--- config.mk ---
export PLATFORM = sky130hd
export DESIGN_NAME = systolic_array_sequencer_flat
export DESIGN_NICKNAME = d
export VERILOG_FILES = /design/src/rtl/systolic_array_sequencer_if.sv /design/src/rtl/systolic_array_sequencer.sv /design/src/flat_wrapper.sv
export SDC_FILE = /design/constraint.sdc
export NUM_CORES = 2
export LEC_CHECK = 0
export ABC_AREA = 1
export CORE_UTILIZATION = 51
export CTS_CLUSTER_DIAMETER = 40
export CTS_CLUSTER_SIZE = 24
export DETAILED_ROUTE_END_ITERATION = 12
export MAX_ROUTING_LAYER = met4
export PLACE_DENSITY = 0.86
export REMOVE_ABC_BUFFERS = 1
export SKIP_CTS_REPAIR_TIMING = 1
export SYNTH_ARGS = -nofsm -noshare
export SYNTH_HDL_FRONTEND = slang
export SYNTH_SLANG_ARGS = --single-unit
--- constraint.sdc ---
create_clock -name clk -period 1.92 [get_ports clk]
set_input_delay 0.384 -clock clk [delete_from_list [all_inputs] [get_ports clk]]
set_output_delay 0.384 -clock clk [all_outputs]
set_load 0.02 [all_outputs]
--- src/rtl/systolic_array_sequencer_if.sv ---
// Job-control, operand-buffer and MAC-array signals of the systolic array sequencer.
// master = sequencer side, slave = job controller / operand buffer / array side.
interface systolic_array_sequencer_if #(
    parameter int N        = 16,
    parameter int OP_WIDTH = 8,
    parameter int K_WIDTH  = 16
);
    logic                    start;
    logic [K_WIDTH-1:0]      k_len;
    logic                    busy;
    logic                    done;
    logic                    rd_en;
    logic [K_WIDTH-1:0]      rd_addr;
    logic [N*OP_WIDTH-1:0]   rd_a_column;
    logic [N*OP_WIDTH-1:0]   rd_b_row;
    logic                    array_clear;
    logic [N*OP_WIDTH-1:0]   array_a_column;
    logic [N*OP_WIDTH-1:0]   array_b_row;

    modport master (
        input  start, k_len, rd_a_column, rd_b_row,
        output busy, done, rd_en, rd_addr, array_clear, array_a_column, array_b_row
    );

    modport slave (
        output start, k_len, rd_a_column, rd_b_row,
        input  busy, done, rd_en, rd_addr, array_clear, array_a_column, array_b_row
    );
endinterface

--- src/rtl/systolic_array_sequencer.sv ---
// Sequences one matrix-multiply job: clears the MAC array, streams k_len skewed
// operand pairs into it, waits for the wavefront to drain and pulses done.
module systolic_array_sequencer #(
    parameter int N        = 16,
    parameter int OP_WIDTH = 8,
    parameter int K_WIDTH  = 16
) (
    input  logic                          clk,
    input  logic                          reset,
    systolic_array_sequencer_if.master    bus
);
    localparam logic [K_WIDTH-1:0] DRAIN_LAST = K_WIDTH'(3 * N - 1);

    typedef enum logic [2:0] {IDLE, CLEAR, FEED, DRAIN, DONE} state_t;

    state_t              r_state;
    state_t              w_state_nxt;
    logic [K_WIDTH-1:0]  r_cnt;
    logic [K_WIDTH-1:0]  w_cnt_nxt;
    logic [K_WIDTH-1:0]  r_k_len;
    logic                r_vld_p0;
    logic                w_rd_en;
    logic [K_WIDTH-1:0]  w_rd_addr;
    logic                w_busy;
    logic                w_done;
    logic                w_clear_st;

    always_ff @(posedge clk) begin
        if (reset) begin
            r_state  <= IDLE;
            r_cnt    <= '0;
            r_k_len  <= '0;
            r_vld_p0 <= 1'b0;
        end else begin
            r_state  <= w_state_nxt;
            r_cnt    <= w_cnt_nxt;
            r_vld_p0 <= w_rd_en;
            if (r_state == IDLE && bus.start)
                r_k_len <= bus.k_len;
        end
    end

    always_comb begin
        w_state_nxt = r_state;
        w_cnt_nxt   = r_cnt;
        w_busy      = 1'b1;
        w_done      = 1'b0;
        w_rd_en     = 1'b0;
        w_rd_addr   = '0;
        w_clear_st  = 1'b0;
        case (r_state)
            IDLE: begin
                w_busy    = 1'b0;
                w_cnt_nxt = '0;
                if (bus.start)
                    w_state_nxt = CLEAR;
            end
            CLEAR: begin
                w_clear_st  = 1'b1;
                w_cnt_nxt   = '0;
                w_state_nxt = (r_k_len != '0) ? FEED : DRAIN;
            end
            FEED: begin
                w_rd_en   = 1'b1;
                w_rd_addr = r_cnt;
                if (r_cnt == r_k_len - K_WIDTH'(1)) begin
                    w_cnt_nxt   = '0;
                    w_state_nxt = DRAIN;
                end else begin
                    w_cnt_nxt = r_cnt + K_WIDTH'(1);
                end
            end
            DRAIN: begin
                if (r_cnt == DRAIN_LAST) begin
                    w_cnt_nxt   = '0;
                    w_state_nxt = DONE;
                end else begin
                    w_cnt_nxt = r_cnt + K_WIDTH'(1);
                end
            end
            DONE: begin
                w_done      = 1'b1;
                w_state_nxt = IDLE;
            end
            default: w_state_nxt = IDLE;
        endcase
    end

    assign bus.busy        = w_busy;
    assign bus.done        = w_done;
    assign bus.rd_en       = w_rd_en;
    assign bus.rd_addr     = w_rd_addr;
    assign bus.array_clear = reset | w_clear_st;

    // Skew: stage 0 captures read data (or a zero bubble), lane g adds g more registers
    for (genvar g = 0; g < N; g++) begin : g_lane
        logic [OP_WIDTH-1:0] r_skew_a [0:g];
        logic [OP_WIDTH-1:0] r_skew_b [0:g];

        always_ff @(posedge clk) begin
            if (reset || w_clear_st) begin
                for (int d = 0; d <= g; d++) begin
                    r_skew_a[d] <= '0;
                    r_skew_b[d] <= '0;
                end
            end else begin
                r_skew_a[0] <= r_vld_p0 ? bus.rd_a_column[g*OP_WIDTH +: OP_WIDTH] : '0;
                r_skew_b[0] <= r_vld_p0 ? bus.rd_b_row[g*OP_WIDTH +: OP_WIDTH]    : '0;
                for (int d = 1; d <= g; d++) begin
                    r_skew_a[d] <= r_skew_a[d-1];
                    r_skew_b[d] <= r_skew_b[d-1];
                end
            end
        end

        assign bus.array_a_column[g*OP_WIDTH +: OP_WIDTH] = r_skew_a[g];
        assign bus.array_b_row[g*OP_WIDTH +: OP_WIDTH]    = r_skew_b[g];
    end
endmodule

--- src/flat_wrapper.sv ---
// flat-port wrapper written by rule: the top's interface ports become plain ports
module systolic_array_sequencer_flat 
#(
    parameter int N        = 16,
    parameter int OP_WIDTH = 8,
    parameter int K_WIDTH  = 16
)
  (clk, reset, bus_start, bus_k_len, bus_rd_a_column, bus_rd_b_row, bus_busy, bus_done, bus_rd_en, bus_rd_addr, bus_array_clear, bus_array_a_column, bus_array_b_row);
  systolic_array_sequencer_if #(.N(N), .OP_WIDTH(OP_WIDTH), .K_WIDTH(K_WIDTH)) bus_i ();
  input  logic clk;
  input  logic reset;
  input wire logic [$bits(bus_i.start)-1:0] bus_start;
  input wire logic [$bits(bus_i.k_len)-1:0] bus_k_len;
  input wire logic [$bits(bus_i.rd_a_column)-1:0] bus_rd_a_column;
  input wire logic [$bits(bus_i.rd_b_row)-1:0] bus_rd_b_row;
  output wire logic [$bits(bus_i.busy)-1:0] bus_busy;
  output wire logic [$bits(bus_i.done)-1:0] bus_done;
  output wire logic [$bits(bus_i.rd_en)-1:0] bus_rd_en;
  output wire logic [$bits(bus_i.rd_addr)-1:0] bus_rd_addr;
  output wire logic [$bits(bus_i.array_clear)-1:0] bus_array_clear;
  output wire logic [$bits(bus_i.array_a_column)-1:0] bus_array_a_column;
  output wire logic [$bits(bus_i.array_b_row)-1:0] bus_array_b_row;
  assign bus_i.start = bus_start;
  assign bus_i.k_len = bus_k_len;
  assign bus_i.rd_a_column = bus_rd_a_column;
  assign bus_i.rd_b_row = bus_rd_b_row;
  assign bus_busy = bus_i.busy;
  assign bus_done = bus_i.done;
  assign bus_rd_en = bus_i.rd_en;
  assign bus_rd_addr = bus_i.rd_addr;
  assign bus_array_clear = bus_i.array_clear;
  assign bus_array_a_column = bus_i.array_a_column;
  assign bus_array_b_row = bus_i.array_b_row;
  systolic_array_sequencer #(.N(N), .OP_WIDTH(OP_WIDTH), .K_WIDTH(K_WIDTH)) u_core (.clk(clk), .reset(reset), .bus(bus_i));
endmodule
==> metrics.md <==
| Metric | Value |
|---|---|
| Layout cells sized above 1 | `roughly 8.3%` |
| Most frequent cells in the layout | `2239 x inv_1, 2208 x nor2_1, 2205 x dfxtp_1, 274 x clkdlybuf4s50_1, 255 x dlymetal6s2s_1` |
| Inst Count DP | `9343` |
| F_max | `0.404 GHz` |
| Fin. max-slew vios | `0` |
| CTS Sinks | `2212` |
| Maximum VDD drop | `~0.91 mV` |
| Initial antenna violation count | `2` |
| Seq/Total Area, Yosys | `approximately 68%` |
| Final WS setup | `-0.553 ns` |
| Period Utilization, post-route | `129%` |
| Layout Nets | `about 8200` |
| Max Used Layer | `met4` |
| Leakage | `~35 nW` |
| First-pass GRT wire length | `between 150 and 200 mm` |
| Layout area overhead | `23.0%` |
| Synthesized area | `approximately 65000 µm²` |
| WP data required | `between 1.5 and 2 ns` |
| Via density | `around 4.3` |
| Netlist cell types | `31` |
| Count of final setup violators | `40` |
| Cts bufs inserted | `184` |
| Worst Hold Class | `input port to register` |
| Status | `complete, but fails checks` |
| Crit end category | `primary output` |
| Ys async rst share | `0%` |
| Vias in the first global route | `~43000` |
| Synthesized area per cell | `roughly 8.8 µm²` |
| Post-synth EDFFs | `0` |
| Synth Register Bits | `2212` |
| Clock transition at the registers of the reported paths | `~0.080 ns` |
| Met3 routed WL | `around 5.8 mm` |
| Ys flop type | `dfxtp_1` |
| Post-route antenna net violation count | `0` |
| Setup Crit Path Kind | `register to primary output` |
| Final Hold Vio Count | `0` |
| Initial DRT Pass Iterations | `5` |
| Total grt overflow | `0` |
| Chip width | `~360 µm` |
| Gr usage total | `19.4%` |
| Post-Syn Instances | `approximately 7400` |
| Rows | `130` |
| Slew HR | `a little under three quarters` |
| DIE AREA | `approximately 130000 µm²` |
| DRC Markers | `0` |
| Arrival @ worst endpoint | `roughly 2.1 ns` |
| Met1 wire length | `between 40 and 50 mm` |
| DRT iter0 DRCs | `about 2600` |
| Worst skew pair latency | `approximately 0.8 ns` |
| Power per cell area | `roughly 1200 nW/µm²` |
| Failing checks | `setup timing` |
| Core area | `126000 µm²` |
| Fin crit period | `2.47 ns` |
| Largest net degree at the start of global routing | `57` |
| DP HPWL | `a little over 70 mm` |
| H-tree lvl count | `4` |
| Ys Warns | `0` |
| WL met2 | `about 72 mm` |
| Routed WL | `~130 mm` |
| Routed len/inst | `13.6 µm` |
| Hold_ws | `approximately 0.097 ns` |
| IO Pins | `551` |
| Worst Tran Pin Value | `approximately 0.42 ns` |
| Max Cap Viol | `0` |
| Vias | `roughly 42000` |
| Die Y | `360 µm` |
| RSZ-0062 raised after global routing | `yes` |
| I/O Buffers | `550` |
| Type of origin of the critical path | `register` |
| Setup TNS | `-11.98 ns` |
| Most common cell after layout, fill and taps aside | `inv_1` |
| Final worst clock skew | `~0.057 ns` |
| CTS root buf | `clkbuf_16` |
| CP Max Fanout | `5` |
| Final non-filler cell total | `about 10000` |
| Routability cong. | `0.844` |
| Initial core utilization | `between 50% and 60%` |
| Maximum clock insertion buffer count | `3` |
| TritonCTS clock tree | `built` |
metal layers:
layer | vias up | track usage [%]
met3 | 404 | 4.00
li1 | 20917 | -
met1 | 19293 | 18.9
met5 | - | -
met4 | 0 | 8.97
met2 | 987 | 36.4
state kept, by name, indices dropped and copies added (netlist names):
signal and cells:
u_core.r_vld_p0 1, u_core.r_state 3, u_core.r_k_len 16, u_core.g_lane.r_skew_b 1088
u_core.r_cnt 16, u_core.g_lane.r_skew_a 1088
power by group:
| group | leakage (nW) | internal [mW] | total [mW] | switching (mW) |
|---|---|---|---|---|
| Clock | 3.31 | 21.3 | 40.9 | 19.6 |
| Combinational | 14.1 | 4.08 | 10.4 | 6.34 |
| Sequential | 17.8 | 46.6 | 46.9 | 0.372 |
synth_stat cells, types with 11 or more instances:
cell type / count / share of area [%]
a21oi_1: 19 / 0.15
buf_2: 172 / 1.3
buf_4: 224 / 2.6
clkbuf_1: 75 / 0.43
dfxtp_1: 2212 / 68
inv_1: 2244 / 13
nand2_1: 129 / 0.74
nand2_2: 11 / 0.11
nand3_1: 24 / 0.18
nor2_1: 2229 / 13
o21ai_0: 21 / 0.16
xor2_1: 15 / 0.20
stage by stage:
step                worst slack, ns  total power, mW  utilization [%]  area [µm²]
floorplan                    -28.82             50.3                -       62400
global placement             -0.168             57.0             57.1       72100
detailed placement           -0.159             57.2             57.1       72100
CTS                          -0.987             97.8             62.6       79000
global route                 -0.651              102             63.6       80300
finish                       -0.553             98.3             63.6       80300
area by class of cell:
class	count	area [µm²]
fill	8495	46000
sequential	2212	44300
tap	1650	2060
inverter	2253	8460
antenna	2	5.00
timing repair buffer	764	8520
clock inverter	143	2030
multi-input combinational	2489	10000
clock buffer	204	4860
logic make-up after synthesis:
| logic type | after synthesis | synth area share (%) |
|---|---|---|
| compound gates | 44 | 0.347 |
| fa+ha+maj | 2 | 0.0383 |
| simple gates | 2421 | 14.2 |
| xor+xnor | 21 | 0.282 |
| flops | 2212 | 67.9 |
| buf+inv | 2728 | 17.3 |
critical path, stage by stage, from the launching register on:
cell and delay (ns):
dfxtp_2 0.33, inv_2 0.04, nor2_1 0.08, inv_1 0.09, nor2_4 0.14, inv_2 0.06, buf_6 0.13, buf_8 0.13
nor2_4 0.14, buf_6 0.15
worst paths after layout:
kind / from / endpoint / slack, ns / cells after the start
hold / removal: bus_rd_b_row[44] / u_core.g_lane[5].r_skew_b[0][4]$_SDFF_PP0_ / 0.1 / 3
setup reg to reg: u_core.r_k_len[6]$_SDFFE_PP0P_ / u_core.r_cnt[1]$_SDFFE_PP0P_ / -0.20 / 15
hold reg to reg: u_core.g_lane[5].r_skew_b[0][16]$_SDFF_PP0_ / u_core.g_lane[5].r_skew_b[0][24]$_SDFF_PP0_ / 0.36 / 2
setup / recovery: u_core.r_state[1]$_SDFFE_PP0P_ / bus_rd_addr[1] / -0.55 / 9
Power figures use the tool's default switching activity.
